[config.mk]
export PLATFORM = sky130hd
export DESIGN_NAME = mult_issue_ctrl
export DESIGN_NICKNAME = d
export VERILOG_FILES = /design/src/rtl/mult_issue_ctrl.sv
export SDC_FILE = /design/constraint.sdc
export NUM_CORES = 1
export LEC_CHECK = 0
export CAP_MARGIN = 40
export CORE_UTILIZATION = 43
export CTS_CLUSTER_SIZE = 40
export DETAILED_ROUTE_END_ITERATION = 7
export PLACE_DENSITY = 0.82
export SYNTH_ARGS = -nofsm -noshare
export SYNTH_HDL_FRONTEND = slang
export SYNTH_SLANG_ARGS = --single-unit
[constraint.sdc]
create_clock -name i_clock -period 4.8 [get_ports i_clock]
set_clock_uncertainty 0.15 [all_clocks]
set_input_delay 0.48 -clock i_clock [delete_from_list [all_inputs] [get_ports i_clock]]
set_output_delay 0.48 -clock i_clock [all_outputs]
set_load 0.02 [all_outputs]
[src/rtl/mult_issue_ctrl.sv]
// mult_issue_ctrl: issues one multiply, holds its operands stable, stalls until the result and writes it back once
module mult_issue_ctrl #(
    parameter int DATA_W   = 32,
    parameter int REG_W    = 5,
    parameter int TIMEOUT  = 40,
    parameter int GUARD    = 2,
    parameter int EXC_CODE = 4
) (
    input  logic              i_clock,
    input  logic              i_reset,
    input  logic              i_issue_valid,
    input  logic [DATA_W-1:0] i_issue_opA,
    input  logic [DATA_W-1:0] i_issue_opB,
    input  logic [REG_W-1:0]  i_issue_rd,
    input  logic              i_flush,
    output logic [DATA_W-1:0] o_mult_operandA,
    output logic [DATA_W-1:0] o_mult_operandB,
    output logic              o_mult_ctrl,
    input  logic [DATA_W-1:0] i_mult_result,
    input  logic              i_mult_exception,
    input  logic              i_mult_resultRDY,
    output logic              o_stall,
    output logic              o_busy,
    output logic              o_wb_valid,
    output logic [REG_W-1:0]  o_wb_rd,
    output logic [DATA_W-1:0] o_wb_data,
    output logic              o_wb_exception,
    output logic              o_timeout_err
);
    localparam int CW = $clog2(TIMEOUT + 1);
    localparam logic [CW-1:0]     GUARD_C = CW'(GUARD);
    localparam logic [CW-1:0]     LAST_C  = CW'(TIMEOUT - 1);
    localparam logic [REG_W-1:0]  RSTATUS = REG_W'(30);
    localparam logic [DATA_W-1:0] EXC_C   = DATA_W'(EXC_CODE);

    typedef enum logic [1:0] {IDLE, START, WAIT, DONE} state_t;

    state_t            r_state, w_next;
    logic [CW-1:0]     r_cnt;
    logic [DATA_W-1:0] r_opa, r_opb, r_wb_data;
    logic [REG_W-1:0]  r_rd, r_wb_rd;
    logic              r_wb_exc, r_timeout;
    logic              w_accept, w_rdy, w_timeout;

    assign w_accept  = (r_state == IDLE) && i_issue_valid && !i_flush;
    // RDY inside the guard window may be a leftover from the previous operation
    assign w_rdy     = (r_state == WAIT) && i_mult_resultRDY && (r_cnt >= GUARD_C) && !i_flush;
    assign w_timeout = (r_state == WAIT) && !w_rdy && (r_cnt == LAST_C) && !i_flush;

    assign o_mult_operandA = r_opa;
    assign o_mult_operandB = r_opb;
    assign o_wb_rd         = r_wb_rd;
    assign o_wb_data       = r_wb_data;
    assign o_wb_exception  = r_wb_exc;
    assign o_timeout_err   = r_timeout;
    assign o_busy          = r_state != IDLE;

    always_comb begin
        w_next      = r_state;
        o_stall     = 1'b0;
        o_mult_ctrl = 1'b0;
        o_wb_valid  = 1'b0;
        w_next      = i_flush ? IDLE :
                      (r_state == IDLE)  ? (i_issue_valid ? START : IDLE) :
                      (r_state == START) ? WAIT :
                      (r_state == WAIT)  ? ((w_rdy || w_timeout) ? DONE : WAIT) : IDLE;
        o_stall     = (r_state == IDLE) ? (i_issue_valid && !i_flush) : (r_state != DONE);
        o_mult_ctrl = (r_state == START) && !i_flush;
        o_wb_valid  = (r_state == DONE) && !i_flush;
    end

    always_ff @(posedge i_clock) begin
        if (i_reset) begin
            r_state   <= IDLE;
            r_cnt     <= '0;
            r_opa     <= '0;
            r_opb     <= '0;
            r_rd      <= '0;
            r_wb_data <= '0;
            r_wb_rd   <= '0;
            r_wb_exc  <= 1'b0;
            r_timeout <= 1'b0;
        end else begin
            r_state <= w_next;
            r_cnt   <= (r_state == WAIT) ? r_cnt + 1'b1 : '0;
            if (w_accept) begin
                r_opa <= i_issue_opA;
                r_opb <= i_issue_opB;
                r_rd  <= i_issue_rd;
            end
            if (w_rdy) begin
                r_wb_data <= i_mult_exception ? EXC_C : i_mult_result;
                r_wb_rd   <= i_mult_exception ? RSTATUS : r_rd;
                r_wb_exc  <= i_mult_exception;
            end else if (w_timeout) begin
                r_wb_data <= EXC_C;
                r_wb_rd   <= RSTATUS;
                r_wb_exc  <= 1'b1;
                r_timeout <= 1'b1;
            end
        end
    end
endmodule

Word-level counts from Yosys, hierarchy flattened
Cells that the tools add are included.

cells by class
  equality and inequality tests = 5
  bitwise operators = 2
  reduce and logical (&&, ||, !) cells = 20
  muxes and demuxes = 14
  magnitude comparators = 1
  add/sub/neg operators = 1

operators with widths
  operator               count
  $mux W32               3
  $mux W5                3
  $logic_and A1 B1 Y1    11
  $add A6 B1 Y6 const B  1
  $eq A6 B6 Y1 const B   1
  $ge A6 B2 Y1 const B   1
  $mux W2                3
  $mux W1                5
  $eq A2 B2 Y1 const B   2
  $reduce_bool A2 Y1     2
  $reduce_or A2 Y1       2
  $eq A2 B1 Y1 const B   1
  $logic_not A1 Y1       2
  $logic_not A2 Y1       1
  $ne A2 B2 Y1 const B   1
  $not A1 Y1             2
  $reduce_and A2 Y1      1
  $logic_or A1 B1 Y1     1

storage, ports and cells
  logic and storage cells = 52
  input bits = 107
  register bits = 116
  output and inout port bits = 107

Logic depth before layout (Yosys ltp)
  depth in word-level cells = 13
  mapped depth = 8
  depth with buffers taken out = 5

Worst setup path before layout
Ideal clock, no wire load.

  kind = flip-flop to output port
  start = register r_state[0]
  end = output o_stall
  setup slack = 2.777 ns
  data required time = 4.170 ns
  path buffers = 1
  data arrival time = 1.393 ns
  cell stages (with the launch flop) = 6
  cell sequence = dfxtp_1 -> inv_1 -> ha_1 -> nand3b_1 -> clkbuf_1 -> o21ai_0

on the way
  longest elaborated chain between the ends = 2
  elaborated cells on any way between the ends = 3
  classes of those cells = eq/ne (1); mux (1); reduce/logical (1)

ends and longest elaborated chain
  element                                                  line  RTL
  start: declaration                                       38    state_t r_state, w_next;
  start signal: assignment                                 84    r_state <= w_next;
  $ne A2 B2 Y1 / $logic_not A2 Y1 (equally long branches)  67    o_stall = (r_state == IDLE) ? (i_issue_valid && !i_flush) : (r_state != DONE);
  $mux W1 *                                                67
  end: declaration                                         22    output logic o_stall,

Mark *: on every way between the ends. The rest lies on a longest branch, timed or not.

Final worst setup path
Ends and elaborated chain as after synthesis.

==> impl_summary.txt <==
----------------------------------------------------
[Outcome]
  Status ... completed

[STA]
  Aggregate negative setup slack ... 0 ns
  Hold violation total from the final report ... 0
  Setup repair after global routing missed its margin ... false
  Portion of the clock cycle consumed by the worst path in the final layout ... 55.1%
  Tightest slew margin relative to the limit ... 46.4%
  Setup Viol. Count Final ... 0
  Final count of pins violating max slew ... 0
  Slew at the pin closest to its max-slew limit ... 0.801 ns
  Worst setup margin ... 2.15 ns
  Max Fclk ... 378 MHz
  Minimum hold slack ... 0.197 ns
  Minimum clock period after layout ... 2.65 ns

[Finish]
  Number of antenna cells inserted ... 0
  Final-layout fill cell count ... 701
  Number of nets in the finished design ... 803
  Area growth from synthesis to final layout ... 65.2%
  Flip-flop and latch area ... 2320 µm²
  Fin util ... 73.6%
  Area of combinational cells with multiple inputs ... 1820 µm²
  Share of layout cells above drive strength 1 ... 6.12%

[Logic synthesis]
  Sequential share of the synthesized area ... 53.3%
  Post-Synthesis Cells ... 492
  Area share of the largest cell type after synthesis ... 53.3%
  Flip-flop and latch count after synthesis ... 116
  Area of the mapped netlist ... 4350 µm²
  Leading area contributor after synthesis ... sky130_fd_sc_hd__dfxtp_1
  Number of nets produced by synthesis ... 605
  Mean Syn Cell Area ... 8.85 µm²
  Count of unique library cells instantiated by Yosys ... 32
  Yosys Warn Count ... 0
  Synth area leaders ... sky130_fd_sc_hd__dfxtp_1 53%, sky130_fd_sc_hd__nand2_1 12%, sky130_fd_sc_hd__a21oi_1 8.2%

[Drt]
  Routed WL per cell ... 15.5 µm
  Met2 Routed Length ... 6.36 mm
  First DRT Iteration DRCs ... 119
  Highest routed metal layer ... met4
  Total via count after detailed routing ... 4285
  Remaining number of nets flagged by the antenna check after routing ... 0
  Residual DRC count ... 0
  Detailed-routed wire length on met3 ... 1.35 mm
  DRT met1 WL ... 4.93 mm
  Number of iterations in the first detailed-routing pass ... 4
  Vias per std cell ... 5.13
  WL final ... 12.9 mm

[Die]
  Die Wd ... 103 µm
  Placeable core area ... 9770 µm²
  Starting Density ... 44.5%
  Die outline area ... 10500 µm²
  Top-level port count ... 214
  Height of the die ... 103 µm
  # rows ... 36

[GRT]
  Overall fraction of global-route tracks in use ... 24.4%
  Global-route wire length before repair ... 19.4 mm
  Number of antenna violations at the first check in global routing ... 0
  Number of global-route vias before repair ... 4113
  Residual overflow from global routing ... 0
  Maximum number of pins on one net before global-route repair ... 87

[Place]
  Count of port buffers added during placement ... 213
  Post-detail-place hpwl ... 8.79 mm
  Routability-driven placement congestion ratio ... 0.745
  Worst setup slack before clock tree synthesis ... 1.99 ns

[Clock network]
  CTS tree ... yes
  Clock root buffer ... sky130_fd_sc_hd__clkbuf_8
  Cells resized by post-CTS repair ... 0
  Post-CTS Setup Repair Bufs ... 0
  Insertion delay to the later sink of the worst-skew pair ... 0.51 ns
  Post-CTS Hold Fix Bufs ... 0
  Maximum buffer depth of the clock tree ... 2
  Clock transition at the registers of the reported paths ... 0.06 ns
  Num CTS Buffers ... 17
  TritonCTS sink count ... 116
  H-tree depth ... 4

[Pwr]
  Leakage ... 2.58 nW
  Maximum resistive drop on vdd ... 0.191 mV
  Cell area power density ... 358 nW/µm²

[Critical path]
  Worst setup path startpoint ... r_state[0]$_SDFF_PP0_
  Kind of cell with the highest combined delay on the critical path ... buffers and inverters
  CP startpoint kind ... flop
  Endpoint required time on the critical path ... 4.17 ns
  WP data arrival ... 2.02 ns
  Slowest stage cell on the critical path ... sky130_fd_sc_hd__clkdlybuf4s50_1
  Launch point of the worst reg-to-reg path ... r_cnt[0]$_SDFF_PP0_
  Worst Path Class, Setup ... reg -> out
  Critical path peak fanout ... 6
  Crit path capture type ... output port
  Longest individual stage delay on the worst path ... 0.63 ns
  Bufs and invs on worst path ... 2
  Cell-by-cell trace of the critical path ... inv_1, ha_1, nand3b_1, o21ai_0, clkdlybuf4s50_1

[Hold path]
  Min-delay worst type ... in -> reg
  Min-Delay Startpoint ... i_reset

[Flow run]
  Count of maximum capacitance violations ... 0

----------------------------------------------------
==> stage by stage <==
| step | power (W) | area (µm²) | std cells |
|---|---|---|---|
| finish | 0.00258 | 7190 | 836 |
| global route | 0.00267 | 7190 | 836 |
| CTS | 0.00260 | 7190 | 836 |
| global placement | 0.00127 | 6500 | 801 |
| detailed placement | 0.00127 | 6560 | 804 |
| floorplan | 0.00112 | 4350 | 492 |
==> where the power goes <==
group	switching [W]	internal (W)	leakage (nW)
Combinational	0.000111	0.000139	1.34
Clock	0.000440	0.000883	0.299
Sequential	0.0000137	0.000991	0.942
Total	0.000564	0.00201	2.58
==> cells in the mapped netlist, drive strengths merged <==
master and count:
a211oi 6, or3 1, o211ai 1, or4b 1, a21oi 71, nor4 1, nand3b 2, ha 6
a2111o 1, and3 1, nor2b 32, and4b 1, and2b 2, nand2 139, inv 10, o21ai 2
xnor2 1, a311oi 6, and3b 1, buf 18, clkbuf 22, dfxtp 116, nand4bb 1, a32o 32
nor2 8, nand3 4, a21o 1, nand2b 2, xor2 2, a41oi 1
==> final timing paths <==
kind	endpoint	slack [ns]	cells after the start
worst min-delay path	o_timeout_err$_SDFFE_PP0P_	0.20	2
worst min register to register	o_mult_operandB[30]$_SDFFE_PP0P_	0.30	2
worst max-delay path	o_stall	2.15	5
worst max register to register	o_wb_data[16]$_SDFFE_PP0P_	2.30	6
==> flip-flops by register name (all words and copies together), names as in the netlist <==
signal and flops:
o_timeout_err 1, r_state 2, o_wb_exception 1, o_mult_operandA 32
o_wb_rd 5, o_mult_operandB 32, o_wb_data 32, r_rd 5
r_cnt 6
==> area by class of cell <==
| class | count | share of cell area, % |
|---|---|---|
| clock inverters | 12 | 2.47 |
| flip-flops and latches | 116 | 32.3 |
| repair buffers | 219 | 30.7 |
| well taps | 133 | 2.31 |
| multi-input cells | 326 | 25.3 |
| clock buffers | 20 | 6.33 |
| inverters | 10 | 0.522 |
==> kinds of logic (layout without fill, tap and decap cells) <==
| group | count (synthesis) | in the layout | share of synthesized area, % |
|---|---|---|---|
| compound gates | 121 | 121 | 18.9 |
| xor+xnor | 3 | 3 | 0.604 |
| fa+ha+maj | 6 | 6 | 1.72 |
| buf+inv | 50 | 261 | 5.00 |
| flops | 116 | 116 | 53.3 |
| simple gates | 196 | 196 | 20.4 |
==> routing by layer <==
| layer | vias up | GRT usage [%] |
|---|---|---|
| met3 | 20 | 11.8 |
| met4 | 0 | 9.45 |
| met5 | - | 0 |
| met2 | 176 | 41.4 |
| met1 | 2014 | 26.3 |
| li1 | 2075 | - |
==> cell usage in the layout, fill, tap and decap left out, types with 4 or more instances in the layout <==
| cell type | n |
|---|---|
| sky130_fd_sc_hd__bufinv_16 | 4 |
| sky130_fd_sc_hd__nor2b_1 | 32 |
| sky130_fd_sc_hd__nand3_1 | 4 |
| sky130_fd_sc_hd__a21oi_1 | 71 |
| sky130_fd_sc_hd__a32o_1 | 32 |
| sky130_fd_sc_hd__clkbuf_8 | 4 |
| sky130_fd_sc_hd__nand2_1 | 139 |
| sky130_fd_sc_hd__clkinvlp_4 | 4 |
| sky130_fd_sc_hd__nor2_1 | 8 |
| sky130_fd_sc_hd__a211oi_1 | 5 |
| sky130_fd_sc_hd__dfxtp_1 | 116 |
| sky130_fd_sc_hd__inv_1 | 10 |
| sky130_fd_sc_hd__ha_1 | 6 |
| sky130_fd_sc_hd__buf_4 | 4 |
| sky130_fd_sc_hd__clkdlybuf4s50_1 | 212 |
| sky130_fd_sc_hd__a311oi_1 | 6 |
| sky130_fd_sc_hd__clkbuf_16 | 16 |
No activity file was read; power rests on OpenSTA's default activity.
